<file path="src/rtl/noise_pkg.sv">
// Shared encodings for the noise-waveform RAM address sequencer.
package noise_pkg;

  localparam int unsigned ADDR_W_DEF = 12;

  typedef enum logic [1:0] {
    ST_IDLE = 2'd0,
    ST_RUN  = 2'd1,
    ST_DONE = 2'd2
  } state_t;

  localparam logic MODE_WRAP   = 1'b0;
  localparam logic MODE_SINGLE = 1'b1;

endpackage

</file>
<file path="src/rtl/noise_step_cmp.sv">
// Next-address adder and end-of-window detect; step of 0 advances by 1.
module noise_step_cmp #(
  parameter int unsigned ADDR_W = 12,
  parameter int unsigned STEP_W = 4
) (
  input  logic [ADDR_W-1:0] addr,
  input  logic [STEP_W-1:0] step,
  input  logic [ADDR_W-1:0] end_addr,
  output logic [ADDR_W-1:0] nxt_c,
  output logic              over_c
);

  localparam int unsigned SUM_W = ADDR_W + 1;

  logic [STEP_W-1:0] step_eff;
  logic [SUM_W-1:0]  sum;

  // Extra sum bit catches overflow past the top of the RAM as a boundary.
  always_comb begin
    step_eff = (step == '0) ? STEP_W'(1) : step;
    sum      = SUM_W'(addr) + SUM_W'(step_eff);
    nxt_c    = sum[ADDR_W-1:0];
    over_c   = (sum > SUM_W'(end_addr));
  end

endmodule

</file>
<file path="src/rtl/noise_addr_seq.sv">
// Programmable-window address sequencer for the noise-waveform RAM with
// continuous/single-pass modes, wrap pulse and saturating pass counter.
module noise_addr_seq
  import noise_pkg::*;
#(
  parameter int unsigned ADDR_W = ADDR_W_DEF,
  parameter int unsigned STEP_W = 4,
  parameter int unsigned CNT_W  = 8
) (
  input  logic              clkin,
  input  logic              rst,
  input  logic              cfg_load,
  input  logic [ADDR_W-1:0] start_addr,
  input  logic [ADDR_W-1:0] end_addr,
  input  logic [STEP_W-1:0] step,
  input  logic              mode,
  input  logic              run,
  input  logic              clr,
  output logic [ADDR_W-1:0] addr,
  output logic              addr_vld,
  output logic              wrap_p,
  output logic              done,
  output logic              busy,
  output logic              cfg_err,
  output logic [CNT_W-1:0]  pass_cnt
);

  state_t            state, state_nxt;
  logic [ADDR_W-1:0] start_q, end_q;
  logic [STEP_W-1:0] step_q;
  logic              mode_q;

  logic [ADDR_W-1:0] addr_nxt;
  logic              wrap_nxt, done_nxt;
  logic [CNT_W-1:0]  cnt_nxt;
  logic [ADDR_W-1:0] step_addr;
  logic              over;

  noise_step_cmp #(
    .ADDR_W (ADDR_W),
    .STEP_W (STEP_W)
  ) u_step_cmp (
    .addr     (addr),
    .step     (step_q),
    .end_addr (end_q),
    .nxt_c    (step_addr),
    .over_c   (over)
  );

  // Latched window configuration and its validity flag.
  always_ff @(posedge clkin) begin
    if (rst) begin
      start_q <= '0;
      end_q   <= '1;
      step_q  <= STEP_W'(1);
      mode_q  <= MODE_WRAP;
      cfg_err <= 1'b0;
    end else if (cfg_load) begin
      start_q <= start_addr;
      end_q   <= end_addr;
      step_q  <= step;
      mode_q  <= mode;
      cfg_err <= (start_addr > end_addr);
    end
  end

  // State and sequencing registers.
  always_ff @(posedge clkin) begin
    if (rst) begin
      state    <= ST_IDLE;
      addr     <= '0;
      wrap_p   <= 1'b0;
      done     <= 1'b0;
      pass_cnt <= '0;
    end else begin
      state    <= state_nxt;
      addr     <= addr_nxt;
      wrap_p   <= wrap_nxt;
      done     <= done_nxt;
      pass_cnt <= cnt_nxt;
    end
  end

  // Next-state and next-value logic; cfg_load outranks clr outranks run.
  always_comb begin
    state_nxt = state;
    addr_nxt  = addr;
    wrap_nxt  = 1'b0;
    done_nxt  = done;
    cnt_nxt   = pass_cnt;
    addr_vld  = (state == ST_RUN) && run;
    busy      = (state == ST_RUN);

    if (cfg_load) begin
      state_nxt = ST_IDLE;
      addr_nxt  = start_addr;
      done_nxt  = 1'b0;
      cnt_nxt   = '0;
    end else if (clr) begin
      state_nxt = ST_IDLE;
      addr_nxt  = start_q;
      done_nxt  = 1'b0;
      cnt_nxt   = '0;
    end else begin
      unique case (state)
        ST_IDLE: begin
          if (run && !cfg_err) state_nxt = ST_RUN;
        end
        ST_RUN: begin
          if (run) begin
            if (over) begin
              cnt_nxt = (&pass_cnt) ? pass_cnt : pass_cnt + CNT_W'(1);
              if (mode_q == MODE_WRAP) begin
                addr_nxt = start_q;
                wrap_nxt = 1'b1;
              end else begin
                done_nxt  = 1'b1;
                state_nxt = ST_DONE;
              end
            end else begin
              addr_nxt = step_addr;
            end
          end
        end
        ST_DONE: ;
        default: state_nxt = ST_IDLE;
      endcase
    end
  end

endmodule

</file>
<file path="config.mk">
export PLATFORM = sky130hd
export DESIGN_NAME = noise_addr_seq
export DESIGN_NICKNAME = d
export VERILOG_FILES = /design/src/rtl/noise_pkg.sv /design/src/rtl/noise_step_cmp.sv /design/src/rtl/noise_addr_seq.sv
export SDC_FILE = /design/constraint.sdc
export NUM_CORES = 1
export LEC_CHECK = 0
export ABC_CLOCK_PERIOD_IN_PS = 4770
export CELL_PAD_IN_SITES_DETAIL_PLACEMENT = 1
export CELL_PAD_IN_SITES_GLOBAL_PLACEMENT = 2
export CORE_UTILIZATION = 31
export CTS_CLUSTER_DIAMETER = 30
export DETAILED_ROUTE_END_ITERATION = 10
export GPL_TIMING_DRIVEN = 0
export PLACE_DENSITY_LB_ADDON = 0.3
export RECOVER_POWER = 100
export REMOVE_ABC_BUFFERS = 1
export SLEW_MARGIN = 20
export SYNTH_ARGS = -nofsm -noshare
export SYNTH_HDL_FRONTEND = slang
export SYNTH_SLANG_ARGS = --single-unit
</file>
<file path="constraint.sdc">
create_clock -name clkin -period 4.77 [get_ports clkin]
set_input_delay 0.954 -clock clkin [delete_from_list [all_inputs] [get_ports clkin]]
set_output_delay 0.954 -clock clkin [all_outputs]
set_load 0.01 [all_outputs]
</file>
# Word level (Yosys, flattened, before mapping)
# Index checks and enable logic that the tools add are counted.
[totals] mem_bits_rw=0 output_inout_bits=25 mem_bits_ro=0 inputBits=34 memories=0 reg_bits=54 wordCells=53 latch_bits=0
[op_classes] bitwise=5 eq_ne=7 add_sub_neg=2 n_mux=13 n_mul=0 n_lt_le_gt_ge=2 div_mod_pow=0 shift=0 reduce_logical=14
[ops] op="$mux 12" n=6
[ops] op="$add 12x4->13" n=1
[ops] op="$gt 13x12->1" n=1
[ops] op="$gt 12x12->1" n=1
[ops] op="$add 8x1->8 const B" n=1
[ops] op="$mux 2" n=4
[ops] op="$reduce_and 4->1" n=2
[ops] op="$reduce_and 8->1" n=1
[ops] op="$pmux 2 s3" n=1
[ops] op="$reduce_bool 3->1" n=2
[ops] op="$reduce_or 6->1" n=1
[ops] op="$not 1->1" n=5
[ops] op="$reduce_and 5->1" n=1
[ops] op="$logic_not 4->1" n=1
[ops] op="$mux 4" n=1
[ops] op="$ne 2x1->1 const B" n=2
[ops] op="$ne 2x2->1 const B" n=2
[ops] op="$ne 4x4->1 const B" n=1
[ops] op="$reduce_and 3->1" n=1
[ops] op="$reduce_or 3->1" n=1
[ops] op="$eq 2x1->1 const B" n=1
[ops] op="$eq 2x2->1 const B" n=1
[ops] op="$logic_and 1x1->1" n=2
[ops] op="$logic_not 2->1" n=1
[ops] op="other kinds (2)" n=2

# Longest topological paths before layout
# Gate-level depths: netlist of run 1.
[logic_depth] ltp_word=9 ltp_mapped=17 mapped_depth_nobuf=16

# Hierarchy
# A second synthesis of run 1 with hierarchy kept.
[hier_totals] hier_cells=362 hier_area_um2=3164.3
[by_module_without_submodules] module="noise_addr_seq" n_inst=1 area_per_inst_um2=2541.2 cells_per_inst=274 seq_area_each_um2=1081.0
[by_module_without_submodules] module="noise_step_cmp" n_inst=1 area_per_inst_um2=623.1 cells_per_inst=88 seq_area_each_um2=0.0

# Worst setup path before layout of run 1
# OpenSTA, ideal clock, no wires.
[synth_path] path_kind="register to register" from="register step_q[1]" to="register addr[10]" setup_ns=0.122 path_stages_with_launch=18 required_ns=4.648 arrival_ns=3.674 setup_slack_ns=0.974 synth_period_minus_slack_ns=3.796 cell_sequence="dfxtp_1 nor3_1 or2_2 ha_1 inv_1 fa_1 nand2b_1 a211oi_2 nand3_1 xnor2_1 ha_1 a21o_1 a21oi_2 nor3b_2 o211ai_2 buf_6 mux2_4 a221o_1"
[synth_via] elab_chain_len=9 elab_cells_between_ends=11
[synth_lines] item="start: declaration" line="noise_addr_seq.sv:30" rtl="logic [STEP_W-1:0] step_q;"
[synth_lines] item="start signal: assignment" line="noise_addr_seq.sv:61" rtl="step_q <= step;"
[synth_lines] item="$logic_not 4->1" line="noise_step_cmp.sv:20" rtl="step_eff = (step == '0) ? STEP_W'(1) : step;"
[synth_lines] item="$mux 4 *" line="noise_step_cmp.sv:20"
[synth_lines] item="$add 12x4->13 *" line="noise_step_cmp.sv:21" rtl="sum = SUM_W'(addr) + SUM_W'(step_eff);"
[synth_lines] item="$gt 13x12->1" line="noise_step_cmp.sv:23" rtl="over_c = (sum > SUM_W'(end_addr));"
[synth_lines] item="$mux 12" line="noise_addr_seq.sv:111" rtl="if (over) begin"
[synth_lines] item="$mux 12" line="noise_addr_seq.sv:110" rtl="if (run) begin"
[synth_lines] item="$mux 12" line="noise_addr_seq.sv:105" rtl="unique case (state)"
[synth_lines] item="$mux 12" line="noise_addr_seq.sv:99" rtl="end else if (clr) begin"
[synth_lines] item="$mux 12" line="noise_addr_seq.sv:94" rtl="if (cfg_load) begin"
[synth_lines] item="end signal: assignment" line="noise_addr_seq.sv:77" rtl="addr <= addr_nxt;"
[synth_lines] item="end: declaration" line="noise_addr_seq.sv:19" rtl="output logic [ADDR_W-1:0] addr,"
# Every way passes the cells marked *; elsewhere a longest branch is shown, timed or not. The select of a mux whose other input is x is not followed.
# A chain may end at the register's enable or synchronous reset.

# Worst setup path after layout of run 1
[layout_path] from="register step_q[1]" to="register addr[1]"
# Same word-level chain as after synthesis.

==> results by group, run 1 <==
Placement
  – DP HPWL: between 6 and 7 mm
  – DP Area: just under 4000 um^2
  – GPL Wtd Cong: 0.768
  – Pre-CTS setup slack: between 60 and 70 ps
  – Port Buffer Count: 58
  – Placed Instances: ~560

Power
  – Maximum vdd drop: between 0.15 and 0.2 mV
  – P_int: around 740 uW
  – Flop pwr share: approximately 48%
  – Tot Pwr: 1.03 mW
  – P_leak: 1.83 nW
  – Sw frac: roughly 28%
  – Clk pwr share: 30.3%
  – Comb pwr share: 21.7%
  – Power Density: 253 nW/um^2
  – Net Switching: 292 uW

Synth
  – Seq/Total Area, Yosys: roughly a third
  – Synth Cell Area: between 3000 and 4000 um^2
  – Adder-cell area share of the yosys netlist: between 10% and 20%
  – Main synth FF type: dfxtp_1
  – Avg Inst Size Synth: around 8.7 um^2
  – Syn. warnings: 0
  – Synth Register Bits: 54
  – Synth cell types: between 50 and 60
  – Gate Count Post-Synth: approximately 380
  – Complex-gate fraction of the synthesized area: roughly 19%
  – Synth top area share: around 33%
  – Largest family of logic cells by synthesized area: compound AO/OA/AOI/OAI gates
  – Fraction of registers with async set/reset: 0%
  – Post-synth EDFFs: 0
  – Area leader, netlist: dfxtp_1
  – Mux cell area share after synthesis: 8.05%
  – Synth top area cells: dfxtp_1 33%, ha_1 11%, mux2_4 4.6%, nand2_1 4.2%, inv_1 4.0%
  – Xor/xnor share of the synthesized area: approximately 2.7%
  – Post-Synth Simple-Gate Area: a little under a fifth

Setup path
  – Crit Path Category: reg2reg
  – Worst Path Arrival: ~4600 ps
  – R2R Setup Slk: 410 ps
  – Crit path max fanout: 5
  – Type of origin of the critical path: flip-flop
  – Worst Setup End Kind: flip-flop
  – Critical path required time: between 4000 and 5000 ps

Run
  – Max-Cap Viols: 1

Layout
  – Finished Core Util: about two fifths
  – Commonest non-fill, non-tap cell in the layout: dfxtp_1
  – Diode count: 0
  – Multi-input logic area: about 2000 um^2
  – Number of fill cells: between 1000 and 1500
  – Share of cells above drive strength 1: under 10%
  – Final Cell Area: slightly above 4000 um^2
  – Commonest non-fill, non-tap cells in the layout: 54 x dfxtp_1, 36 x nand2_1, 35 x inv_1, 31 x clkdlybuf4s50_1
  – Layout Cells excl Fill: roughly 570
  – Fin nets: 494
  – FF/Latch Area: between 1000 and 1500 um^2
  – Area delta synth->final: 25.5%

STA
  – Post-route worst setup slack: roughly 400 ps
  – Fmax: 229 MHz
  – Finish-stage setup viols: 0
  – Worst-margin pin slew: roughly 1600 ps
  – Fin crit period: 4360 ps
  – Setup TNS: 0 ps
  – WHS: ~450 ps
  – Fin Clk Skew: 10.7 ps
  – RSZ-0062 raised after global routing: no
  – Slew HR: -3.98%
  – Max-slew violation count: 37
  – Hold Vio Cnt, Final: 0
  – Fin crit share: between 90% and 100%

Global route
  – Global-route wire length before repair: 15.0 mm
  – Initial antenna violation count: 0
  – Vias in the first global route: between 2000 and 3000
  – Grt ovf: 0
  – Tot GR Track Use: 17.2%
  – Largest net degree at the start of global routing: 37

Route
  – DR iter-0 viols: 56
  – Routed WL: approximately 9 mm
  – Vias: between 2000 and 3000
  – Via/cell ratio: roughly 5.1
  – DR pass1 iterations: 4
  – Drt drc: 0
  – Antenna viol nets, final: 0
  – Routed WL per cell: 15.9 um

Clock network
  – CTS Buf Count: 5
  – Root buf cell: clkbuf_8
  – Clk Latency, worst-skew pair: 310 ps
  – Max clock buf depth: 2
  – H-Tree Depth: 2
  – CTS hold repair buffers: 0
  – CTS tree: yes
  – CTS sink cnt: 54
  – Reg clk slew, reported paths: approximately 100 ps

Run status
  – Status: finished, violations left
  – Failing checks: max-capacitance violations, max-slew violations

Worst hold path
  – HP Class: reg2reg

Floorplanning
  – Initial core utilization: 31.8%
  – # IOs: ~60
  – Core Area: between 10000 and 15000 um^2
  – Die X: 104 um
  – Die footprint: between 10000 and 15000 um^2
  – # rows: 37
  – Die Ht: 104 um
==> cells by family (layout without fill, tap and decap cells) <==
family / Yosys count / after routing
simple gates: 124 / 124
compound gates: 86 / 86
flops: 54 / 54
buf+inv: 50 / 106
fa+ha+maj: 30 / 30
mux: 21 / 21
xor+xnor: 10 / 10
==> what timing repair did <==
action	4_1_cts	5_1_grt
resized for setup	0	3
setup endpoints to repair	0	11
buffers inserted	0	3
==> state kept, by name, indices dropped and copies added, names as in the netlist <==
name / flops
addr: 12
cfg_err: 1
done: 1
end_q: 12
mode_q: 1
pass_cnt: 8
start_q: 12
state: 2
step_q: 4
wrap_p: 1
==> metal layers <==
layer | routed length [um] | share of wire [%] | global-route usage, %
met3 | 237 | 2.6 | 2.51
met5 | 0 | 0 | 0
met2 | 4310 | 48 | 29.6
met1 | 4390 | 49 | 22.8
met4 | 55 | 0.61 | 3.06
==> cell usage after synthesis, drive strengths merged, types with 5 or more instances <==
cell / number
nand4: 7
o21ai: 5
buf: 6
a21oi: 24
clkbuf: 9
mux2: 11
nand2: 37
o211ai: 14
a221o: 10
nand2b: 14
inv: 35
ha: 29
mux2i: 10
a21o: 7
dfxtp: 54
nor3: 6
nand3: 12
xnor2: 7
nor2: 29
a211oi: 5
==> critical path, stage by stage (launching register included) <==
cell and delay (ps):
dfxtp_1 360, nor3_1 170, or2_2 130, ha_1 180
inv_1 60, fa_1 390, nand2b_1 200, a211oi_2 400
xor2_1 160, ha_1 350, nand4_1 200, a211oi_1 420
nor3b_4 120, o211ai_4 250, clkbuf_2 240, mux2_1 350
a221o_1 290
==> power by group through the flow <==
stage	Clock, mW	Combinational, mW	Sequential [mW]
3_3_place_gp	0	0.223	0.505
6_report	0.312	0.223	0.495
4_1_cts	0.325	0.231	0.496
5_1_grt	0.338	0.250	0.499
3_5_place_dp	0	0.230	0.506
2_1_floorplan	0	0.126	0.503
==> final timing paths <==
kind              startpoint        to  cells past startpoint
setup / recovery   step_q[1]   addr[1]                     16
hold / removal      state[1]  state[0]                      1
setup reg to reg   step_q[1]   addr[1]                     16
hold reg to reg     state[1]  state[0]                      1
==> final cells by class <==
class	count	share of cell area (%)
clock inverter	3	0.982
timing repair buffer	63	14.9
clock buffer	5	1.69
tap	136	4.17
multi-input combinational	271	48.6
sequential	54	26.5
inverter	35	3.22
No activity file was read; power rests on OpenSTA's default activity.
==> inputs of run 2 (changes only) <==
--- a/config.mk
+++ b/config.mk
@@ -8,8 +8,10 @@
 export ABC_CLOCK_PERIOD_IN_PS = 4770
 export CELL_PAD_IN_SITES_DETAIL_PLACEMENT = 1
 export CELL_PAD_IN_SITES_GLOBAL_PLACEMENT = 2
+export CORE_ASPECT_RATIO = 1.4
 export CORE_UTILIZATION = 31
 export CTS_CLUSTER_DIAMETER = 30
+export CTS_CLUSTER_SIZE = 16
 export DETAILED_ROUTE_END_ITERATION = 10
 export GPL_TIMING_DRIVEN = 0
 export PLACE_DENSITY_LB_ADDON = 0.3
==> results by group, run 2 (synthesis gave the netlist of run 1 again) <==
Clock network
  – Reg clk slew, reported paths: 70 ps
  – CTS Buf Count: 5
  – Clk Latency, worst-skew pair: ~300 ps
  – CTS tree: yes
  – H-Tree Depth: 2
  – Root buf cell: clkbuf_16
  – Max clock buf depth: 2
  – CTS sink cnt: 54

Setup path
  – Crit path max fanout: 5
  – Worst Path Arrival: 4700 ps
  – Type of origin of the critical path: flip-flop
  – Top Family by Delay on Critical Path: compound AO/OA/AOI/OAI gates
  – Crit-path cells: nor3_1 -> or2_2 -> ha_1 -> inv_1 -> fa_1 -> nand2b_1 -> a211oi_4 -> nand3_1 -> xnor2_1 -> ha_1 -> a21o_1 -> a21oi_2 -> nor3b_4 -> clkbuf_1 -> o211ai_4 -> buf_4 -> mux2_1 -> a221o_1
  – Crit path largest cell delay: slightly above 400 ps
  – CP most frequent cell: ha_1
  – WP buf/inv: 3
  – Crit Path Category: reg2reg
  – Worst Setup End Kind: flip-flop
  – Critical path's slowest cell: fa_1
  – Critical path required time: ~5000 ps
  – Reg2reg path depth: 18
  – Critical Path Stages: 18

Global route
  – Grt ovf: 0
  – Met3 Use GR: 2.67%
  – Gr busiest metal: met2
  – Met1 Usage GRT: a little over a fifth
  – Initial antenna violation count: 0
  – Vias in the first global route: 2981
  – Tot GR Track Use: a little under a fifth
  – Largest net degree at the start of global routing: 36
  – Global-route wire length before repair: ~15 mm
  – Met2 usage in global routing: ~34%

Placement
  – Placed Instances: about 560
  – GPL Wtd Cong: around 0.79
  – DP HPWL: about 7 mm
  – Port Buffer Count: 58

Floorplanning
  – # IOs: ~60
  – Core Area: ~10000 um^2
  – # rows: 43
  – Die footprint: 10900 um^2
  – Die X: between 80 and 90 um
  – Die Ht: roughly 120 um
  – Initial core utilization: 32.3%

STA
  – Hold Vio Cnt, Final: 0
  – Fin crit share: 94.6%
  – Fin Clk Skew: 6.74 ps
  – Finish-stage setup viols: 0
  – Max-slew violation count: a little under 70
  – Fmax: ~220 MHz
  – WHS: around 440 ps
  – Worst-margin pin slew: between 1500 and 2000 ps
  – RSZ-0062 raised after global routing: no
  – Slew HR: -5.20%
  – Setup TNS: 0 ps
  – Fin crit period: 4510 ps

Run
  – Max-Cap Viols: 2

Route
  – Via/cell ratio: 5.10
  – Routed WL: ~9 mm
  – Antenna viol nets, final: 0
  – Routed WL per cell: approximately 16 um
  – Drt drc: 0
  – DR iter-0 viols: between 70 and 80
  – Vias: approximately 2900
  – DR pass1 iterations: 4

Run status
  – Status: finished, violations left
  – Failing checks: max-capacitance violations, max-slew violations

Power
  – Tot Pwr: about 1.1 mW
  – P_leak: between 1.5 and 2 nW
  – Maximum vdd drop: approximately 0.12 mV
  – Power Density: around 260 nW/um^2

Layout
  – Share of cells above drive strength 1: around 7%
  – Commonest non-fill, non-tap cell in the layout: dfxtp_1
  – Layout Cells excl Fill: ~570
  – Area delta synth->final: 27.3%
  – Fin nets: just under 500
  – Top Registers: addr x12, end_q x12, start_q x12
  – Diode count: 0
  – Commonest non-fill, non-tap cells in the layout: 54 x dfxtp_1, 36 x nand2_1, 35 x inv_1, 30 x clkdlybuf4s50_1
  – Number of fill cells: about 1200

Worst hold path
  – HP Class: reg2reg
  – Hold Path Stages: 2
run 2: changes by cell type in the layout (fill, tap and decap cells not counted), sizes merged:
cell,change
buf,-1
bufinv,-1
clkbuf,+5
clkdlybuf4s50,-1
clkinv,-2
dlygate4sd3,+1
run 2: final cells by class:
class                   count  area [um^2]  area share (%)
repair buffers             65          629            15.2
flip-flops and latches     54         1080            26.1
clock buffers               7          133            3.21
inverters                  35          131            3.18
well taps                 135          169            4.08
multi-input cells         271         1990            48.2
run 2: repair_timing:
action,4_1_cts,5_1_grt
gates resized for setup,1,4
setup endpoints to repair,11,12
setup buffers,0,5
hold buffers,0,0
pin swaps,0,1
run 2: path summary, 6_finish.rpt:
kind / from / end / slack (ps)
min: done / done / 440
max: step_q[1] / addr[8] / 260
max reg2reg: step_q[1] / addr[8] / 260
min reg2reg: done / done / 440
run 2: tightest hold or removal path: cells and delay by family, from the launching register on:
family / cells / cell delay [ps]
flops: 1 / 310
compound gates: 1 / 50
buf+inv: 1 / 40
run 2: layer usage:
layer  up-vias  share of wire, %
met1      1391                42
met3         8               2.8
li1       1443                 -
met5         -                 0
met4         0               1.5
met2        49                53
run 2: where the power goes:
group          internal [mW]  leakage [nW]  total, mW  switching (mW)
logic                  0.112          1.34      0.228           0.116
clock network          0.193        0.0640      0.355           0.163
registers              0.475         0.445      0.495          0.0204
total                  0.780          1.84       1.08           0.299
run 2: metrics by stage:
step	setup WS (ps)	util, %	instance area, um^2
6_report	260	41.1	4140
4_1_cts	55.0	40.8	4100
5_1_grt	43.3	41.1	4140
3_5_place_dp	-122	39.3	3960
3_3_place_gp	-771	39.1	3930
2_1_floorplan	759	-	3180
